==> config.mk <==
export PLATFORM = sky130hd
export DESIGN_NAME = mux8way_arbiter
export DESIGN_NICKNAME = d
export VERILOG_FILES = /design/src/rtl/hack_pkg.sv /design/src/rtl/rr_pick8.sv /design/src/rtl/mux8way_arbiter.sv
export SDC_FILE = /design/constraint.sdc
export NUM_CORES = 1
export LEC_CHECK = 0
export BUFFER_PORTS_ARGS = -buffer_cell sky130_fd_sc_hd__buf_2
export CAP_MARGIN = 0
export CORE_ASPECT_RATIO = 1.2
export CORE_MARGIN = 2
export CORE_UTILIZATION = 30
export CTS_BUF_LIST = sky130_fd_sc_hd__clkbuf_8
export CTS_CLUSTER_DIAMETER = 150
export DETAILED_ROUTE_END_ITERATION = 8
export PLACE_DENSITY = 0.61
export SLEW_MARGIN = 20
export SYNTH_ARGS = -nofsm -noshare
export SYNTH_HDL_FRONTEND = slang
export SYNTH_HIERARCHICAL = 1
export SYNTH_SLANG_ARGS = --single-unit
==> constraint.sdc <==
create_clock -name clk -period 2.97 [get_ports clk]
set_input_delay 0.1485 -clock clk [delete_from_list [all_inputs] [get_ports clk]]
set_output_delay 0.1485 -clock clk [all_outputs]
set_load 0.05 [all_outputs]
==> src/rtl/hack_pkg.sv <==
// Shared types for the Hack bus gather/scatter path.
// Word width, way count and way-select tag used by the arbiter and the DMux8Way return path.
package hack_pkg;
    localparam int HACK_WORD_W = 16;
    localparam int MUX_WAYS    = 8;

    typedef logic [2:0]  way_sel_t;
    typedef logic [15:0] word_t;
endpackage

==> src/rtl/rr_pick8.sv <==
// Combinational 8-way round-robin picker; search starts at ptr+1 and wraps.
// Ports: req[7:0], ptr[2:0] in; gnt_any, gnt_idx[2:0] out.
module rr_pick8
    import hack_pkg::*;
(
    input  logic [7:0] req,
    input  way_sel_t   ptr,
    output logic       gnt_any,
    output way_sel_t   gnt_idx
);

    logic [3:0]  sh;
    logic [15:0] dbl;
    logic [7:0]  rot;
    way_sel_t    pos;

    // Rotate so that way ptr+1 lands on bit 0; ptr=7 gives a shift of 8, i.e. no rotation.
    always_comb begin
        sh  = {1'b0, ptr} + 4'd1;
        dbl = {req, req} >> sh;
        rot = dbl[7:0];
    end

    always_comb begin
        gnt_any = 1'b0;
        pos     = '0;
        for (int j = 7; j >= 0; j--) begin
            if (rot[j]) begin
                gnt_any = 1'b1;
                pos     = 3'(j);
            end
        end
    end

    // Rotate back; the 3-bit sum wraps mod 8.
    assign gnt_idx = pos + ptr + 3'd1;

endmodule

==> src/rtl/mux8way_arbiter.sv <==
// Eight-way round-robin gather into one registered 16-bit stream tagged with the source way.
// Ports: clk, reset_n (sync, active-low); in_valid/in_data/in_ready per way;
// out_valid/out_ready/out_data/out_sel. Define MUX8WAY_ARB_LOCK_EN to add in_last/out_last
// and hold the grant on one way until its packet ends.
module mux8way_arbiter
    import hack_pkg::*;
(
    input  logic                          clk,
    input  logic                          reset_n,
    input  logic [MUX_WAYS-1:0]           in_valid,
    input  logic [MUX_WAYS*HACK_WORD_W-1:0] in_data,
    output logic [MUX_WAYS-1:0]           in_ready,
`ifdef MUX8WAY_ARB_LOCK_EN
    input  logic [MUX_WAYS-1:0]           in_last,
    output logic                          out_last,
`endif
    output logic                          out_valid,
    input  logic                          out_ready,
    output word_t                         out_data,
    output way_sel_t                      out_sel
);

    way_sel_t    ptr;
    logic [7:0]  req;
    logic        gnt_any;
    way_sel_t    gnt_idx;
    logic        take;
    word_t       sel_data;

`ifdef MUX8WAY_ARB_LOCK_EN
    logic        locked;
    way_sel_t    lock_way;

    // While locked only the owning way may win, even when it is idle.
    always_comb begin
        req = in_valid;
        if (locked)
            req = in_valid & (8'd1 << lock_way);
    end
`else
    always_comb req = in_valid;
`endif

    rr_pick8 u_pick (
        .req     (req),
        .ptr     (ptr),
        .gnt_any (gnt_any),
        .gnt_idx (gnt_idx)
    );

    always_comb begin
        take     = reset_n && gnt_any && (!out_valid || out_ready);
        in_ready = take ? (8'd1 << gnt_idx) : 8'd0;
        sel_data = in_data[{gnt_idx, 4'b0000} +: HACK_WORD_W];
    end

    always_ff @(posedge clk) begin
        if (!reset_n) begin
            out_valid <= 1'b0;
            out_data  <= '0;
            out_sel   <= '0;
            ptr       <= 3'd7;
        end else if (take) begin
            out_valid <= 1'b1;
            out_data  <= sel_data;
            out_sel   <= gnt_idx;
            ptr       <= gnt_idx;
        end else if (out_ready) begin
            out_valid <= 1'b0;
        end
    end

`ifdef MUX8WAY_ARB_LOCK_EN
    always_ff @(posedge clk) begin
        if (!reset_n) begin
            locked   <= 1'b0;
            lock_way <= '0;
            out_last <= 1'b0;
        end else if (take) begin
            locked   <= !in_last[gnt_idx];
            lock_way <= gnt_idx;
            out_last <= in_last[gnt_idx];
        end
    end
`endif

endmodule
==> results of run 1 <==
-- per-stage QoR --
stage / instance area (µm²) / instances / worst slack, ns / hold WS [ns] / utilization, %
2_1_floorplan: 2920 / 323 / -0.370 / 0.302 / -
3_3_place_gp: 4100 / 630 / -0.497 / 0.454 / 45.4
3_5_place_dp: 4100 / 630 / -0.516 / 0.464 / 45.4
4_1_cts: 4610 / 654 / -0.539 / 0.250 / 51.0
5_1_grt: 4710 / 655 / -0.664 / 0.295 / 52.1
6_report: 4710 / 655 / -0.534 / 0.251 / 52.1
-- how the worst max path moves through the flow --
stage / startpoint / to / slack [ns]
6_report: ptr[0] / in_ready[0] / -0.53
3_5_place_dp: ptr[0] / out_data[8] / -0.52
3_3_place_gp: ptr[0] / out_data[8] / -0.50
4_1_cts: ptr[0] / in_ready[0] / -0.54
5_1_grt: ptr[0] / in_ready[0] / -0.66
2_1_floorplan: ptr[0] / in_ready[4] / -0.37
-- state kept, by name, summed over array words and instances, names as in the netlist --
signal     count
out_data      16
out_sel        3
ptr            3
out_valid      1
-- cells by family (layout without fill, tap and decap cells) --
kind of cell,count (synthesis),after routing,share of synthesized area [%]
simple gates,98,98,18.7
compound gates,89,89,23.3
mux,71,71,27.9
buf+inv,37,249,11.5
flops,23,23,16.5
xor+xnor,3,3,0.942
fa+ha+maj,2,2,1.17
-- metal layers --
| metal | share of wire, % | vias to the layer above |
|---|---|---|
| met5 | 0 | - |
| met4 | 0.84 | 0 |
| met3 | 5.0 | 8 |
| met2 | 55 | 108 |
| met1 | 39 | 1522 |
| li1 | - | 1631 |
-- worst max-delay path, cell delays in order (launching register included) --
cell	delay [ns]
dfxtp_4	0.39
buf_12	0.13
buf_16	0.13
a21o_2	0.20
nor2_2	0.19
nand2_1	0.11
or3_1	0.36
o211ai_1	0.14
fa_4	0.72
nand3b_1	0.21
buf_6	0.16
nor3_4	0.18
buf_6	0.18
-- final cells by class --
type                       instances  area share [%]
inverter                           5           0.399
clock buffer                       3           0.877
multi-input combinational        263            48.1
clock inverter                     1          0.0798
sequential                        23            9.92
tap                              120            3.19
timing repair buffer             240            37.4
-- cells in the final DEF (no fill, tap or decap), types with 6 or more instances in the layout --
cell,count
buf_2,158
mux2i_1,58
buf_4,45
nor2_1,25
dfxtp_1,20
a22oi_1,19
o21ai_0,16
buf_6,16
a22oi_2,13
nand2_1,13
a21oi_1,13
buf_12,11
nand3_1,7
nor2b_1,7
a21oi_2,6
mux2i_2,6
-- repair_timing --
item	CTS	global route
endpoints found under the setup margin	25	27
cloned	5	1
pin swaps	17	11
setup buffers	15	0
gates resized for setup	46	24
==> metrics, run 1 <==
outcome complete, but fails checks; failing checks setup timing; deepest clock path buffer count 2; Multi-input gate area 0.00226 mm²; Hold EP out_valid; initial drt markers 98; final-report setup violation count 26; GRT Total Usage 19.6%; Synth Cell Area 0.00279 mm²; worst hold path type primary input to flop; TritonCTS Buffers 3; CP Capture Type output pin; register area share after synthesis roughly 17%; top-count cell post-synth mux2i_1; Layout fillers 889; ys flop type dfxtp_1; Worst Skew 0.00427 ns; vias in the first global route 3253; Worst slew margin 61.6%; DRT Pass-1 Iters 4; DIE WIDTH approximately 92 µm; GR Layer Usage met1 21.7%; Critical Path Fanout Max 7; crit path kind flop to output pin; Mean Syn Cell Area 8.64 µm²; drc violations 0; Worst Hold Launch out_ready; post-synth top area share a little under a quarter; via count of the routed design 3269; Gate Count Post-Synth 323; post-synth top area cell mux2i_1; worst slew pin tran 0.575 ns; Area contributors post-synth mux2i_1, dfxtp_1, a22oi_1; Max Cap Viol 0; Final Hold Fails 0; Reg2Reg Setup Slack -0.46 ns; H-tree depth 1; Boundary Pins 167; die height about 110 µm; Synth top cells by count mux2i_1, nor2_1, dfxtp_1; post-route setup slack -0.534 ns; Antenna Nets Post-Route 0; Die Footprint 0.0101 mm²; share of cells above drive strength 1 58.9%; sequential cell area 467 µm²; HPWL Detailed ~7.7 mm; min cycle time layout 3.50 ns; CP arrival 3.36 ns; CTS tree done; via/cell ratio 4.99; Async SR Flop Fraction 0%; syn_nets 464; Initial Util 30.9%; diode count 0; port bufs around 170; setup TNS -10.73 ns; Root Driver clkbuf_8; Routability Congestion 0.859; CTS Hold Bufs 0; worst reg2reg endpoint out_data[9]; Worst Setup Start Kind flop; core box area 0.00903 mm²; row cnt 38; pin count of the biggest net entering global routing 26; Post-synth EDFFs 0; Final Max Slew Viols 0; Syn. warnings 6; first-pass GRT wire length ~16 mm; met3 usage 2.47%; RSZ-0062 raised after global routing true; FF+latch count, synth 23; Avg WL per Cell about 16 µm; r2r startpoint ptr[0]; period utilization 118%; clk_lat worst skew roughly 0.26 ns; CTS sink count 23; worst r2r path cells 18; Nets slightly below 700; Layout area overhead 68.7%; Required @ worst endpoint between 2 and 3 ns; grt met2 use 40.0%; clock-pin slew on the worst setup and hold paths approximately 0.080 ns; WHS Path Cells 3; f_max 285 MHz; GRT overflow 0; initial antenna violation count 0; DRT Wirelength ~10 mm; Yosys cell types 56; layer with the highest usage met2
Power of run 1 is not shown: default switching activity piles up to over one toggle a cycle in this logic, so the estimate is an artifact.
==> run 2: changes to the inputs <==
PLACE_DENSITY = 0.63   (was 0.61)
SYNTH_HIERARCHICAL = not set   (was 1)
clock period = 2.8 ns   (was 2.97 ns; I/O delays follow)
==> run 2 against run 1 <==
Against the previous run:
- the run ends with DRC, setup timing left
- global-route usage is 1.3 points higher
- first-iteration DRC count is 46% higher
- critical path type unchanged
- cell count is 8.5% lower
- clock skew is 0.0032 ns lower
- register-to-register slack worse by 0.36 ns
- synthesized area is 11% lower
- core utilization is 3.4 points higher
- hold slack worse by 0.13 ns
- sequential cell count stayed put
- via count is 2.7% lower
- synthesized cell count is 17% lower
- highest routed layer unchanged
==> metrics, run 2 <==
outcome complete, but fails checks (unchanged); failing checks DRC, setup timing (was setup timing); Worst Skew 0.00110 ns (was 0.00427 ns); Avg WL per Cell 16.3 µm (was 15.8 µm); deepest clock path buffer count 2 (unchanged); initial drt markers 143 (was 98); Worst Setup Start Kind flop (unchanged); Top reg by flops out_data (unchanged); Critical Path Start ptr[1] (was ptr[0]); min cycle time layout 3.80 ns; PwrDens 1680 mW/mm²; TritonCTS Buffers 3 (unchanged); RSZ-0062 raised after global routing true (unchanged); ys flop type dfxtp_1 (unchanged); Routability Congestion 0.900 (was 0.859); Synth Cell Area 0.00247 mm² (was 0.00279 mm²); Die Footprint 0.00898 mm² (was 0.0101 mm²); drc violations 1 (was 0); CTS sink count 23 (unchanged); Async SR Flop Fraction 0% (unchanged); via/cell ratio 5.31 (was 4.99); Layout fillers 741 (was 889); Synth top cells by count nand2_1, mux4_2, dfxtp_1 (was mux2i_1, nor2_1, dfxtp_1); crit path kind flop to output pin (unchanged); GRT Total Usage 20.9% (was 19.6%); Gate Count Post-Synth 268 (was 323); Max Cap Viol 0 (unchanged); worst hold path type primary input to flop (unchanged); worst hold slack 0.121 ns (was 0.251 ns); Antenna Nets Post-Route 0 (unchanged); GRT overflow 0 (unchanged); diode count 0 (unchanged); Final Hold Fails 0 (unchanged); f_max 263 MHz; Root Driver clkbuf_8 (unchanged); clk_lat worst skew 0.26 ns (about the same); share of cells above drive strength 1 67.9% (was 58.9%); Final Max Slew Viols 0 (unchanged); Yosys cell types 44 (was 56); Mean Syn Cell Area 9.22 µm² (was 8.64 µm²); sequential cell area 464 µm² (was 467 µm²); row cnt 36 (was 38); period utilization 136%; dpl cells 573 (was 630); post-synth top area share 29.2% (was 23.0%); Multi-input gate area 0.00213 mm² (was 0.00226 mm²); Reg2Reg Setup Slack -0.82 ns (was -0.46 ns); P_leak 2.04 nW; DRT Pass-1 Iters 6 (was 4); top-count cell post-synth nand2_1 (was mux2i_1); H-tree depth 1 (unchanged); die height 103 µm (was 110 µm); post-route setup slack -0.999 ns (was -0.534 ns); commonest cells after routing, fill and taps aside buf_2, buf_4, nand2_1, mux4_2, dfxtp_1 (was buf_2, mux2i_1, buf_4, nor2_1, dfxtp_1); DIE WIDTH 86.9 µm (was 92.0 µm); Util after Layout 55.5% (was 52.1%); register area share after synthesis 18.6% (was 16.5%); syn_nets 409 (was 464); Layout area overhead 81.1% (was 68.7%); Nets 646 (was 677); Post-synth EDFFs 0 (unchanged); vias in the first global route 3152 (was 3253); final-report setup violation count 29 (was 26); CP arrival 3.66 ns (was 3.36 ns); commonest non-fill, non-tap cell in the layout buf_2 (unchanged); Syn. warnings 0 (was 6); Boundary Pins 167 (unchanged); port bufs 166 (unchanged); via count of the routed design 3180 (was 3269); Required @ worst endpoint 2.66 ns (was 2.82 ns); FF+latch count, synth 23 (unchanged); DRT Wirelength 9.79 mm (was 10.4 mm); HPWL Detailed 7.64 mm (was 7.69 mm); core box area 0.00806 mm² (was 0.00903 mm²); Final Instance Count excl. Fillers 599 (was 655); worst r2r path cells 17 (was 18); CTS Hold Bufs 0 (unchanged); first-pass GRT wire length 14.7 mm (was 15.8 mm); Worst Setup EP in_ready[3] (was in_ready[0]); clock-pin slew on the worst setup and hold paths 0.09 ns (was 0.08 ns); initial antenna violation count 0 (unchanged); Critical Path Fanout Max 4 (was 7); Worst slew margin 47.3% (was 61.6%); max reg flops 16 (unchanged); r2r startpoint ptr[1] (was ptr[0]); worst slew pin tran 0.790 ns (was 0.575 ns); post-synth top area cell mux4_2 (was mux2i_1); Initial Util 30.6% (was 30.9%); worst reg2reg endpoint out_sel[2] (was out_data[9]); top flop regs out_data x16, out_sel x3, ptr x3 (unchanged); Power Total ~7.5 mW; pin count of the biggest net entering global routing 21 (was 26); CP Capture Type output pin (unchanged); Area contributors post-synth mux4_2, dfxtp_1, nand2_1 (was mux2i_1, dfxtp_1, a22oi_1); CTS tree done (unchanged); peak supply drop 0.930 mV
[run 2: area by class of cell]
| type | count | area share (%) |
|---|---|---|
| multi-input combinational | 218 | 47.6 |
| timing repair buffer | 251 | 37.6 |
| sequential | 23 | 10.4 |
| tap | 95 | 2.66 |
| clock buffer | 3 | 0.923 |
| inverter | 8 | 0.727 |
| clock inverter | 1 | 0.0839 |
[run 2: worst min path at each step]
stage	startpoint	end	cells after the start
global route	reset_n	ptr[0]	2
CTS	reset_n	ptr[0]	2
floorplan	reset_n	ptr[0]	1
detailed placement	reset_n	ptr[0]	2
finish	reset_n	ptr[0]	2
global placement	reset_n	ptr[0]	2
[run 2: logic make-up (layout without fill, tap and decap cells)]
family	Yosys count	count (layout)	synth area share [%]
buf+inv	27	263	5.32
compound gates	54	54	13.4
xor+xnor	2	2	0.709
simple gates	113	113	25.1
flops	23	23	18.6
mux	47	47	35.5
fa+ha+maj	2	2	1.32
[run 2: repair_timing]
item | 4_1_cts | 5_1_grt
setup endpoints to repair | 30 | 30
pin swaps | 14 | 3
cloned | 2 | 0
gates resized for setup | 52 | 8
hold endpoints to repair | 0 | 0
buffers inserted | 11 | 9
[run 2: power by group]
group	leakage [nW]	internal [mW]	total [mW]	switching, mW
clock	0.0269	0.0981	0.211	0.113
sequential	0.190	0.427	0.489	0.0613
combinational	1.82	3.75	6.82	3.07
total	2.04	4.27	7.52	3.25
[run 2: worst max-delay path, stage by stage, from the launching register on]
cell	delay, ns
dfxtp_4	0.40
buf_6	0.15
mux2i_4	0.24
mux2i_1	0.11
nand2b_1	0.16
a221oi_2	0.30
o31ai_2	0.12
a21oi_1	0.16
a31oi_1	0.07
ha_2	0.20
fa_2	0.39
xnor2_2	0.22
mux2i_2	0.28
buf_4	0.18
nand2_8	0.08
nor3_4	0.16
buf_6	0.18
[run 2: per-stage QoR]
step / cell area, µm² / TNS (ns) / setup WS (ns)
final: 4470 / -20.78 / -0.999
after global routing: 4470 / -24.70 / -1.13
after CTS: 4370 / -17.83 / -0.879
after detailed placement: 3980 / -18.78 / -0.864
after global placement: 3980 / -16.01 / -0.761
after floorplan: 2680 / -15.59 / -0.903
[run 2: routing by layer]
layer	GRT usage [%]	vias up	wire length, µm
met1	25.4	1496	3670
met2	39.3	152	5420
li1	-	1518	-
met4	6.13	0	153
met3	1.43	14	549
met5	0	-	0
(Power assumes the default switching activity.)
